### config.mk
export PLATFORM = sky130hd
export DESIGN_NAME = ladybird_hazard_unit
export DESIGN_NICKNAME = d
export VERILOG_FILES = /design/src/rtl/ladybird_hazard_unit.sv
export SDC_FILE = /design/constraint.sdc
export NUM_CORES = 1
export LEC_CHECK = 0
export CAP_MARGIN = 10
export CORE_MARGIN = 8
export CORE_UTILIZATION = 30
export DETAILED_ROUTE_END_ITERATION = 12
export DONT_BUFFER_PORTS = 1
export PLACE_DENSITY_LB_ADDON = 0.15
export SLEW_MARGIN = 30
export SYNTH_ARGS = -nofsm -noshare
export SYNTH_HDL_FRONTEND = slang
export SYNTH_SLANG_ARGS = --single-unit
### constraint.sdc
create_clock -name clk -period 3.7 [get_ports clk]
set_input_delay 0.74 -clock clk [delete_from_list [all_inputs] [get_ports clk]]
set_output_delay 0.74 -clock clk [all_outputs]
set_load 0.05 [all_outputs]
### src/rtl/ladybird_hazard_unit.sv
// ladybird_hazard_unit: register-write scoreboard with RAW stall and same-cycle retire bypass.
// Optional LADYBIRD_HAZARD_STATS_EN adds a saturating stall_cycles counter.
module ladybird_hazard_unit #(
  parameter int XLEN = 32,
  parameter int NREG = 32,
  parameter int MAX_INFLIGHT = 4,
  localparam int RW = $clog2(NREG),
  localparam int CW = $clog2(MAX_INFLIGHT + 1)
) (
  input  logic            clk,
  input  logic            nrst,
  input  logic            issue_valid,
  output logic            issue_ready,
  input  logic [RW-1:0]   issue_rs1,
  input  logic [RW-1:0]   issue_rs2,
  input  logic            issue_use_rs1,
  input  logic            issue_use_rs2,
  input  logic [RW-1:0]   issue_rd,
  input  logic            issue_rd_we,
  input  logic            retire_valid,
  input  logic [RW-1:0]   retire_rd,
  input  logic            retire_we,
  input  logic [XLEN-1:0] retire_data,
  output logic            fwd_rs1_sel,
  output logic [XLEN-1:0] fwd_rs1_data,
  output logic            fwd_rs2_sel,
  output logic [XLEN-1:0] fwd_rs2_data,
  input  logic            flush,
  output logic [CW-1:0]   inflight,
`ifdef LADYBIRD_HAZARD_STATS_EN
  output logic [31:0]     stall_cycles,
`endif
  output logic            idle,
  output logic            underflow_err
);
  logic [CW-1:0] r_cnt [NREG];
  logic [CW-1:0] r_inflight;
  logic          r_underflow;
  logic          w_ret, w_iss, w_dec, w_hit1, w_hit2, w_blk1, w_blk2, w_rd_full;
  always_comb begin
    w_ret     = retire_valid & retire_we & (retire_rd != '0);
    w_hit1    = w_ret & (retire_rd == issue_rs1) & (r_cnt[issue_rs1] == CW'(1));
    w_hit2    = w_ret & (retire_rd == issue_rs2) & (r_cnt[issue_rs2] == CW'(1));
    w_blk1    = issue_use_rs1 & (issue_rs1 != '0) & (r_cnt[issue_rs1] != '0) & ~w_hit1;
    w_blk2    = issue_use_rs2 & (issue_rs2 != '0) & (r_cnt[issue_rs2] != '0) & ~w_hit2;
    w_rd_full = issue_rd_we & (issue_rd != '0) & (r_cnt[issue_rd] == CW'(MAX_INFLIGHT));
    // a retire in the same cycle frees a slot, so a full scoreboard may still accept
    issue_ready = nrst & ~flush & ~w_blk1 & ~w_blk2 & ~w_rd_full &
                  ((r_inflight < CW'(MAX_INFLIGHT)) | w_ret);
    w_iss = issue_valid & issue_ready & issue_rd_we & (issue_rd != '0);
    w_dec = w_ret & (r_cnt[retire_rd] != '0);
    fwd_rs1_sel  = w_hit1;
    fwd_rs2_sel  = w_hit2;
    fwd_rs1_data = w_hit1 ? retire_data : '0;
    fwd_rs2_data = w_hit2 ? retire_data : '0;
    inflight      = r_inflight;
    idle          = (r_inflight == '0);
    underflow_err = r_underflow;
  end
  always_ff @(posedge clk or negedge nrst) begin
    if (!nrst) begin
      for (int r = 0; r < NREG; r++) r_cnt[r] <= '0;
      r_inflight  <= '0;
      r_underflow <= 1'b0;
    end else if (flush) begin
      for (int r = 0; r < NREG; r++) r_cnt[r] <= '0;
      r_inflight <= '0;
    end else begin
      for (int r = 0; r < NREG; r++)
        r_cnt[r] <= r_cnt[r] + CW'(w_iss && issue_rd == RW'(r)) - CW'(w_dec && retire_rd == RW'(r));
      r_inflight <= r_inflight + CW'(w_iss) - CW'(w_dec);
      if (w_ret && !w_dec) r_underflow <= 1'b1;
    end
  end
`ifdef LADYBIRD_HAZARD_STATS_EN
  logic [31:0] r_stall;
  always_ff @(posedge clk or negedge nrst) begin
    if (!nrst) r_stall <= '0;
    else if (issue_valid && !issue_ready && !flush && r_stall != 32'hFFFF_FFFF) r_stall <= r_stall + 32'd1;
  end
  assign stall_cycles = r_stall;
`endif
endmodule

* Word-level counts from Yosys, hierarchy flattened
Cells that the tools add are included.
** Storage, ports and cells
- Bits in registers :: 100
- Latch bits :: 0
- Word-level logic and storage cells :: 299
- Memory bits (read-only) :: 0
- RAM bits :: 0
- Input bits :: 61
- Memories :: 0
** Cells by class
- Equal/unequal tests :: 67
- Reduce and logical (&&, ||, !) cells :: 77
- Bitwise logic cells :: 34
- Shifts and indexed selects :: 0
- Divide/modulo/power cells :: 0
- Add/subtract/negate cells :: 66
- Multiplexer cells :: 16
- Magnitude comparators :: 5
- Multiply operators :: 0
** Operators with widths (count)
- 5-bit == test, second input constant :: 32
- 3-bit by 1-bit adder with 3-bit output :: 33
- 3-bit by 1-bit subtractor with 3-bit output :: 33
- 96-bit two-way mux :: 1
- 5-bit by 4-bit == test with 1-bit output, second input constant :: 16
- 1-bit logical AND :: 65
- 32-bit two-way mux :: 2
- 3-bit binary-select mux with 5-bit select :: 4
- 5-bit by 3-bit == test with 1-bit output, second input constant :: 8
- 3-bit two-way mux :: 9
- 6-bit >= comparator, second input constant :: 4
- 5-bit inverter with 6-bit output :: 4
- 1-bit bitwise AND :: 23
- 5-bit by 2-bit == test with 1-bit output, second input constant :: 4
- 5-bit nonzero test :: 4
- 5-bit by 1-bit == test with 1-bit output, second input constant :: 2
- 5-bit == test :: 2
- 5-bit zero test :: 2
- 3-bit nonzero test :: 3
- 3-bit by 1-bit == test with 1-bit output, second input constant :: 2
- 1-bit inverter :: 6
- 3-bit == test, second input constant :: 1
- 3-bit zero test :: 1
- 3-bit less-than comparator, second input constant :: 1
- 3 further kinds :: 3

* Longest topological paths before layout
Gate-level depths: netlist of run 1.
- Depth in word-level cells :: 20
- Depth in mapped cells :: 18
- Mapped depth without buffers :: 14

* Least setup slack after synthesis of run 1
OpenSTA, ideal clock, no wires.
- Kind :: input-to-output
- Start :: input issue_rs1[1]
- End :: output fwd_rs1_data[22]
- Cell stages on the path :: 10
- Data required time :: 2960 ps
- Arrival :: 3200 ps
- Path slack :: -240 ps
- Cell sequence :: buf_2 > buf_4 > nor3_1 > a21oi_1 > a2111oi_0 > a211oi_1 > a2bb2oi_1 > and3_1 > clkbuf_1 > and2_1
** Between the ends
- Word-level cells in the longest chain between the ends :: 7
** RTL lines
- start, declared :: line 14 : input logic [RW-1:0] issue_rs1,
- 5-bit inverter with 6-bit output (implied by the code) :: line 42 : w_hit1 = w_ret & (retire_rd == issue_rs1) & (r_cnt[issue_rs1] == CW'(1));
- 3-bit binary-select mux with 5-bit select :: line 42
- 3-bit two-way mux (implied by the code) (2 in series) :: line 42
- 3-bit by 1-bit == test with 1-bit output :: line 42
- 1-bit bitwise AND * :: line 42
- named net fwd_rs1_sel :: line 24 : output logic fwd_rs1_sel,
- 32-bit two-way mux * :: line 54 : fwd_rs1_data = w_hit1 ? retire_data : '0;
- end, declared :: line 25 : output logic [XLEN-1:0] fwd_rs1_data,
The timed path passes the listed nets; every way through them passes the cells marked *. The select of a mux whose other input is x is not followed.

* Final worst setup path of run 1
- Start :: register r_cnt[19] (netlist bit)
- End :: output fwd_rs2_data[17]
** Between the ends
- Word-level cells in the longest chain between the ends :: 6
** RTL lines
- start, declared :: line 36 : logic [CW-1:0] r_cnt [NREG];
- start signal, assigned by index :: line 70 : r_cnt[r] <= r_cnt[r] + CW'(w_iss && issue_rd == RW'(r)) - CW'(w_dec && retire_rd == RW'(r));
- 3-bit binary-select mux with 5-bit select :: line 43 : w_hit2 = w_ret & (retire_rd == issue_rs2) & (r_cnt[issue_rs2] == CW'(1));
- 3-bit two-way mux (implied by the code) (2 in series) :: line 43
- 3-bit by 1-bit == test with 1-bit output :: line 43
- 1-bit bitwise AND :: line 43
- 32-bit two-way mux :: line 55 : fwd_rs2_data = w_hit2 ? retire_data : '0;
- end, declared :: line 27 : output logic [XLEN-1:0] fwd_rs2_data,
No other way between the ends. The select of a mux whose other input is x is not followed.

==> impl_metrics.tcl, run 1 <==
set metrics [dict create \
    core_mm2 0.0303 \
    firstDrtPassIters 6 \
    vias 8064 \
    grt_max_degree 102 \
    yosysTopAreaCell "dfrtp_1" \
    numClockSinks 100 \
    globalplace.congestion 0.892 \
    ir_drop_v 0.000229 \
    status "completed" \
    cts_tree "yes" \
    cts.clk_slew.worst_paths_ns 0.08 \
    period_needed_ns 3.68 \
    drc 0 \
    synth-async-reset-ratio_pct 100 \
    synthSimpleGateAreaFrac_pct 27.4 \
    die_h_um 191 \
    power.density_mw_per_mm2 214 \
    antenna_found_initial 0 \
    dieArea_mm2 0.0364 \
    cp.arrival_ns 2.94 \
    critPathLaunchType "flop" \
    cts_max_level 3 \
    internal-power_mw 1.83 \
    grt_use_total_pct 18.0 \
    clock_latency_ns 0.37 \
    reg2reg_from "r_cnt[19]" \
    power_frac_seq_pct 44.6 \
    crit_path_start "r_cnt[19]" \
    synth_area_leaders "dfrtp_1 27%, ha_1 8.9%, fa_1 7.2%" \
    tightest_slew_ns 0.605 \
    cp_max_fo 16 \
    endpoint_kind "primary output" \
    hpwl_um 24900 \
    grt_pass1_wl_um 50000 \
    clock_skew_ns 0.0157 \
    drv_slew 0 \
    yosysUniqueCellTypes 61 \
    leakage_nw 5.24 \
    synthXorXnorAreaFrac_pct 7.26 \
    synth-compound-area-share_pct 8.14 \
    maxCapViolations 0 \
    viasPerCell 5.18 \
    switchingPower_uw 725 \
    worstSetupPathType "reg2out" \
    grt_overflow 0 \
    place_area_mm2 0.0114 \
    syn_avg_cell_area_um2 8.67 \
    first_iter_violations 634 \
    cts_buffer_depth 2 \
    final_nets 1314 \
    ys.flop_type "dfrtp_1" \
    reg2regPathDepth 15 \
    tns_ns 0 \
    grt_pass1_vias 8010 \
    synth-seq-area-share_pct 27.3 \
    syn_area_mm2 0.00916 \
    synth_fp_nets 1216 \
    area_growth_pct 30.5 \
    rsz0062_at_grt "true" \
    ys_seq_elements 100 \
    mostFrequentLayoutCells "107 x nor2_1, 104 x inv_1, 85 x dfrtp_1" \
    numPlacedInstances 1531 \
    ant_nets 0 \
    drive_gt1_share_pct 22.2 \
    finalSetupViolations 0 \
    synth_cells 1057 \
    synth_top_area_share_pct 27.3 \
    relSlewSlack_pct 59.6 \
    drt-total-wl_um 33300 \
    io_buffers 0 \
    routedWlPerCell_um 21.4 \
    fin_crit_sh_pct 99.5 \
    antenna_cells 0 \
    dieWidth_um 191 \
    final_area_mm2 0.0120 \
    final_common_cell "nor2_1" \
    initial_core_util_pct 30.2 \
    synth_top_family_by_area "simple AND/OR/NAND/NOR gates" \
    clockRootBuffer "clkbuf_16" \
    cts_buffers 9 \
    p_sw_share_pct 28.4 \
    max_freq_ghz 0.272 \
    synthMuxAreaShare_pct 6.08 \
    required_ns 2.96 \
    yosys.area_share.adder_pct 16.1 \
    final_cell_count_no_fill 1556 \
    synth_edf_count 0 \
    row_count 64 \
    hold_path.class "in2async" \
    total_power_mw 2.55 \
    combinationalPowerShare_pct 17.8 \
    clkPwrFrac_pct 37.6 \
    ioPinCount 133 \
    yosys_warnings 0 \
    hold_viol 0 \
]
-- logic make-up (layout without fill, tap and decap cells) --
logic type / Yosys count / count (layout)
buf+inv: 171 / 274
other cells: 2 / 2
simple gates: 454 / 454
fa+ha+maj: 98 / 98
flops: 100 / 100
compound gates: 113 / 113
xor+xnor: 76 / 76
mux: 43 / 43
-- final timing paths --
kind / endpoint / slack (ns)
setup / recovery: fwd_rs2_data[17] / 0.02
hold / removal: r_cnt[90] / 0.06
setup reg to reg: r_cnt[65] / 0.15
hold reg to reg: r_cnt[23] / 0.60
max in group asynchronous: r_cnt[10] / 3.47
min in group clk: inflight[1] / 0.43
-- stage by stage --
step / worst slack [ns] / hold WS [ns] / util [%]
finish: 0.0187 / 0.0616 / 39.4
global placement: -0.200 / 0.450 / 37.4
CTS: 0.0162 / 0.0467 / 38.4
floorplan: -0.0137 / 0.444 / -
detailed placement: -0.200 / 0.451 / 37.4
global route: -0.0693 / 0.0364 / 39.4
-- power by group through the flow --
stage	clock network [mW]	registers [mW]	logic (mW)
6_report	0.960	1.14	0.454
5_1_grt	1.04	1.14	0.486
3_5_place_dp	0	1.16	0.427
3_3_place_gp	0	1.16	0.426
2_1_floorplan	0	1.16	0.326
4_1_cts	0.993	1.14	0.429
-- sequential cells by signal, summed over array words and instances (netlist names) --
name and cells:
inflight 3, r_cnt 96, underflow_err 1
-- repair_timing --
item                                    CTS  global route
buffers inserted                          0             7
gates resized for setup                   8            58
gates cloned                              0             2
hold buffers                              0             0
endpoints found under the setup margin   34            92
pin swaps                                 0             2
-- synth_stat cells (3+ instances only) --
library cell and number:
buf_1 3, xnor2_1 70, dfrtp_1 100, nor4b_1 9, clkbuf_1 37, o21ai_0 5
o21ai_1 3, a22oi_1 12, a2111oi_0 5, nand4_1 23, nor2_1 114, nand3_1 23
buf_4 8, a211oi_1 6, nand2_1 18, xor2_1 6, nor4bb_1 4, mux4_2 10
and2_1 74, inv_1 105, fa_1 33, nor2b_1 74, nor3_1 43, nor4_1 36
mux2i_1 32, a31oi_1 9, and3_1 8, a311oi_1 3, a21oi_1 44, buf_2 17
a21o_1 4, o31ai_1 3, nor3b_1 7, nand2b_1 8, ha_1 65
-- worst max-delay path, cell delays in order, from the launching register on --
cell and delay [ns]:
dfrtp_1 0.43, nor3_2 0.20, a21oi_1 0.07, mux4_2 0.47, a2111oi_2 0.30, a31o_2 0.17
buf_4 0.10, nor3b_4 0.21, buf_12 0.15, clkbuf_16 0.16, and2_1 0.17, buf_12 0.14
-- layer usage --
layer  global-route usage [%]  part of all wire [%]  vias up
li1                         -                     -     3775
met1                     24.1                    44     4012
met2                     28.4                    47      227
met3                     3.47                   5.6       50
met4                     6.44                   2.6        0
met5                        0                     0        -
-- cell type report --
type                            instances  area, µm²
Clock buffer                           13        270
Clock inverter                          3       20.0
Fill cell                            3038      18400
Inverter                              105        394
Multi-Input combinational cell        786       6150
Sequential cell                       100       2520
Tap cell                              396        495
Timing Repair Buffer                  153       2100
Power figures use the tool's default switching activity.
==> run 2, diff against run 1 <==
--- a/config.mk
+++ b/config.mk
@@ -11,6 +11,7 @@
 export DETAILED_ROUTE_END_ITERATION = 12
 export DONT_BUFFER_PORTS = 1
 export PLACE_DENSITY_LB_ADDON = 0.15
+export SKIP_LAST_GASP = 1
 export SLEW_MARGIN = 30
 export SYNTH_ARGS = -nofsm -noshare
 export SYNTH_HDL_FRONTEND = slang
==> run 2 against run 1 <==
  * Clock power about the same
  * Fmax decreased by 0.39%
  * Sequential cell count unchanged
  * Combinational power decreased by 3%
  * Critical endpoint is now fwd_rs2_data[22]
==> impl_metrics.tcl, run 2 (synthesis results as in run 1) <==
set metrics [dict create \
    finish.utilization_pct 39.3 \
    finalSetupViolations 0 \
    maxCapViolations 0 \
    worstSetupPathType "reg2out" \
    cp_max_fo 16 \
    endpoint_kind "primary output" \
    hpwl_um 24900 \
    hold_viol 0 \
    place_area_mm2 0.0114 \
    seqCellArea_mm2 0.00252 \
    clockRootBuffer "clkbuf_16" \
    clock_latency_ns 0.37 \
    total_power_mw 2.54 \
    drt-total-wl_um 33000 \
    mostFrequentLayoutCells "107 x nor2_1, 104 x inv_1, 84 x dfrtp_1" \
    ant_nets 0 \
    final_nets 1310 \
    grt_pass1_wl_um 50000 \
    cts_tree "yes" \
    dieWidth_um 191 \
    clock_skew_ns 0.0140 \
    rsz0062_at_grt "true" \
    setup_ws_ns 0.00433 \
    antenna_found_initial 0 \
    hold_path.class "in2async" \
    drv_slew 0 \
    critPathMaxStageDelay_ns 0.48 \
    tns_ns 0 \
    vias 8044 \
    cts_max_level 3 \
    power.density_mw_per_mm2 213 \
    crit_top_cell "buf_12" \
    firstDrtPassIters 5 \
    numClockSinks 100 \
    final_area_mm2 0.0119 \
    status "completed" \
    critPathLaunchType "flop" \
    grt_pass1_vias 8010 \
    core_mm2 0.0303 \
    grt_max_degree 102 \
    cp.arrival_ns 2.96 \
    crit_buf_inv 4 \
    top_register "r_cnt" \
    cts_buffers 9 \
    required_ns 2.96 \
    ir_drop_v 0.000230 \
    grt_use_total_pct 18.0 \
    dieArea_mm2 0.0364 \
    row_count 64 \
    first_iter_violations 568 \
    nFillCells 3037 \
    ioPinCount 133 \
    period_needed_ns 3.70 \
    relSlewSlack_pct 61.2 \
    tightest_slew_ns 0.582 \
    drive_gt1_share_pct 22.1 \
    routedWlPerCell_um 21.2 \
    io_buffers 0 \
    initial_core_util_pct 30.2 \
    viasPerCell 5.18 \
    final_common_cell "nor2_1" \
    antenna_cells 0 \
    grt_overflow 0 \
    largest_reg_flops 96 \
    leakage_nw 5.22 \
    globalplace.congestion 0.892 \
    area_growth_pct 30.1 \
    cts_buffer_depth 2 \
    drc 0 \
    cp_top_family "simple AND/OR/NAND/NOR gates" \
    cts.clk_slew.worst_paths_ns 0.07 \
    pre_cts_slack_ns -0.200 \
    critPathSlowestCell "mux4_2" \
    die_h_um 191 \
    multi_input_comb_area_mm2 0.00616 \
    max_freq_ghz 0.271 \
    path_cells "nor2_4, mux4_2, or3b_4, a31o_2, buf_4, nor3b_4, buf_12, clkbuf_16, and2_2, buf_12" \
    fin_crit_sh_pct 99.9 \
]
## run 2: final timing paths
check                           startpoint          endpoint  slack [ns]  cells past startpoint
worst max-delay path             r_cnt[89]  fwd_rs2_data[22]       0.004                     10
worst min-delay path                  nrst         r_cnt[51]        0.06                      0
worst max register to register   r_cnt[67]         r_cnt[62]        0.14                     15
worst min register to register   r_cnt[22]         r_cnt[23]        0.60                      2
max in group asynchronous             nrst         r_cnt[22]        3.48                      0
min in group clk                     flush       inflight[1]        0.43                      1
## run 2: layout make-up
type	instances	share of cell area, %
inverter	105	3.31
clock inverter	3	0.168
clock buffer	13	2.27
timing repair buffer	149	17.3
multi-input combinational	786	51.7
sequential	100	21.2
tap	396	4.16
## run 2: worst reg2reg max path: cells and delay by family, from the launching register on
family / cells / cell delay, ns
muxes: 1 / 0.51
DFF: 1 / 0.39
xor gates and xnor gates: 2 / 0.30
buffers and inverters: 2 / 0.20
and+or+nand+nor: 5 / 0.93
AOI/OAI and AO/OA: 2 / 0.24
adders and majority gates: 3 / 0.88
## run 2: metrics by stage
stage | hold WS, ns | std cells
after floorplan | 0.444 | 1057
after global placement | 0.450 | 1531
after detailed placement | 0.451 | 1531
after CTS | 0.0467 | 1547
after global routing | 0.0364 | 1552
final | 0.0633 | 1552
## run 2: metal layers
layer	global-route usage, %	vias to the layer above	routed length [µm]
met1	24.1	4030	14800
met4	6.44	0	864
li1	-	3769	-
met3	3.47	49	1710
met5	0	-	0
met2	28.4	196	15600
## run 2: repair_timing
| item | 4_1_cts | 5_1_grt |
|---|---|---|
| setup endpoints to repair | 34 | 92 |
| pin swaps | 0 | 2 |
| gates cloned | 0 | 1 |
| setup buffers | 0 | 4 |
| hold endpoints to repair | 0 | 0 |
| hold buffers | 0 | 0 |
| resized for setup | 5 | 65 |
## run 2: where the power goes
group          switching, mW  total [mW]  internal (mW)
clock                  0.448       0.959          0.511
sequential            0.0299        1.14           1.11
combinational          0.241       0.442          0.201
==> run 3, diff against run 2 <==
--- a/config.mk
+++ b/config.mk
@@ -10,6 +10,7 @@
 export CORE_UTILIZATION = 30
 export DETAILED_ROUTE_END_ITERATION = 12
 export DONT_BUFFER_PORTS = 1
+export HOLD_SLACK_MARGIN = 0.08
 export PLACE_DENSITY_LB_ADDON = 0.15
 export SKIP_LAST_GASP = 1
 export SLEW_MARGIN = 30
==> run 3 against run 2 <==
  * Fmax grew 0.33%
  * Clock skew about the same
  * Core utilization grew 0.23 points
  * Highest routed layer unchanged
  * Critical path type unchanged
  * Worst setup slack better by 0.012 ns
  * Critical path depth unchanged
  * Critical endpoint is now fwd_rs2_data[27]
==> impl_metrics.tcl, run 3 (synthesis results as in run 1) <==
set metrics [dict create \
    grt_max_degree 102 \
    final_common_cell "nor2_1" \
    first_iter_violations 621 \
    multi_input_comb_area_mm2 0.00616 \
    clock_latency_ns 0.37 \
    grt_pass1_vias 8012 \
    hpwl_um 24900 \
    nFillCells 3037 \
    drt-total-wl_um 33400 \
    holdWs_ns 0.309 \
    numClockSinks 100 \
    antenna_cells 0 \
    period_needed_ns 3.68 \
    tightest_slew_ns 0.602 \
    cts_buffers 9 \
    hold_viol 0 \
    largest_reg_flops 96 \
    vias 8067 \
    area_growth_pct 30.8 \
    core_mm2 0.0303 \
    firstDrtPassIters 6 \
    antenna_found_initial 0 \
    fin_crit_sh_pct 99.6 \
    final_cell_count_no_fill 1556 \
    finalSetupViolations 0 \
    drive_gt1_share_pct 22.4 \
    drv_slew 0 \
    numPlacedInstances 1531 \
    top_register "r_cnt" \
    ant_nets 0 \
    cts.clk_slew.worst_paths_ns 0.07 \
    drc 0 \
    die_h_um 191 \
    viasPerCell 5.18 \
    pre_cts_slack_ns -0.200 \
    leakage_nw 5.25 \
    cts_tree "yes" \
    maxCapViolations 0 \
    row_count 64 \
    total_power_mw 2.58 \
    hold_path.class "in2async" \
    critPathLaunchType "flop" \
    io_buffers 0 \
    routedWlPerCell_um 21.4 \
    max_freq_ghz 0.271 \
    tns_ns 0 \
    relSlewSlack_pct 59.8 \
    power.density_mw_per_mm2 215 \
    cp_max_fo 16 \
    grt_use_total_pct 18.0 \
    dieArea_mm2 0.0364 \
    worstSetupPathType "reg2out" \
    ir_drop_v 0.000230 \
    ioPinCount 133 \
    clockRootBuffer "clkbuf_16" \
    cts_max_level 3 \
    finish.utilization_pct 39.5 \
    endpoint_kind "primary output" \
    place_area_mm2 0.0114 \
    final_area_mm2 0.0120 \
    status "completed" \
    initial_core_util_pct 30.2 \
    mostFrequentLayoutCells "107 x nor2_1, 104 x inv_1, 84 x dfrtp_1" \
    globalplace.congestion 0.892 \
    dieWidth_um 191 \
    rsz0062_at_grt "true" \
    grt_pass1_wl_um 50100 \
    clock_skew_ns 0.0141 \
    final_nets 1314 \
    seqCellArea_mm2 0.00252 \
    setup_ws_ns 0.0164 \
    cp.arrival_ns 2.94 \
    grt_overflow 0 \
    required_ns 2.96 \
    cts_buffer_depth 2 \
]
run 3: timing repair:
action / CTS / global route
gates cloned: 0 / 2
hold buffers: 1 / 0
endpoints found under the setup margin: 34 / 92
buffers inserted: 0 / 6
pin swaps: 0 / 2
gates resized for setup: 5 / 66
hold endpoints to repair: 100 / 0
run 3: critical path, cell delays in order (launching register included):
cell and delay (ns):
dfrtp_1 0.45, nor2_4 0.06, mux4_2 0.47, or3b_4 0.40, a31o_2 0.25, buf_4 0.13
nor3b_4 0.15, buf_12 0.14, clkbuf_16 0.17, and2_2 0.21, buf_12 0.15
run 3: final timing paths:
path	startpoint	slack (ns)	end	depth (start not counted)
setup / recovery	r_cnt[89]	0.02	fwd_rs2_data[27]	10
hold reg to reg	r_cnt[22]	0.60	r_cnt[23]	2
hold / removal	nrst	0.31	r_cnt[86]	1
setup reg to reg	r_cnt[67]	0.15	r_cnt[62]	15
max in group asynchronous	nrst	2.96	r_cnt[68]	1
min in group clk	flush	0.43	inflight[1]	1
run 3: layout make-up:
type | instances | share of cell area, %
clock buffers | 13 | 2.25
clock inverters | 3 | 0.167
inverters | 105 | 3.29
multi-input cells | 786 | 51.4
flip-flops and latches | 100 | 21.0
well taps | 396 | 4.13
repair buffers | 153 | 17.7
run 3: layer usage:
metal / vias to the layer above / wire length [µm] / track usage (%)
li1: 3781 / - / -
met1: 3993 / 14700 / 24.1
met2: 235 / 15800 / 28.6
met3: 58 / 1810 / 3.37
met4: 0 / 997 / 6.44
met5: - / 0 / 0
run 3: power breakdown:
part | leakage, nW | switching, mW | internal (mW)
logic | 3.75 | 0.269 | 0.210
registers | 1.36 | 0.0302 | 1.11
clock network | 0.138 | 0.447 | 0.511
total | 5.25 | 0.747 | 1.83
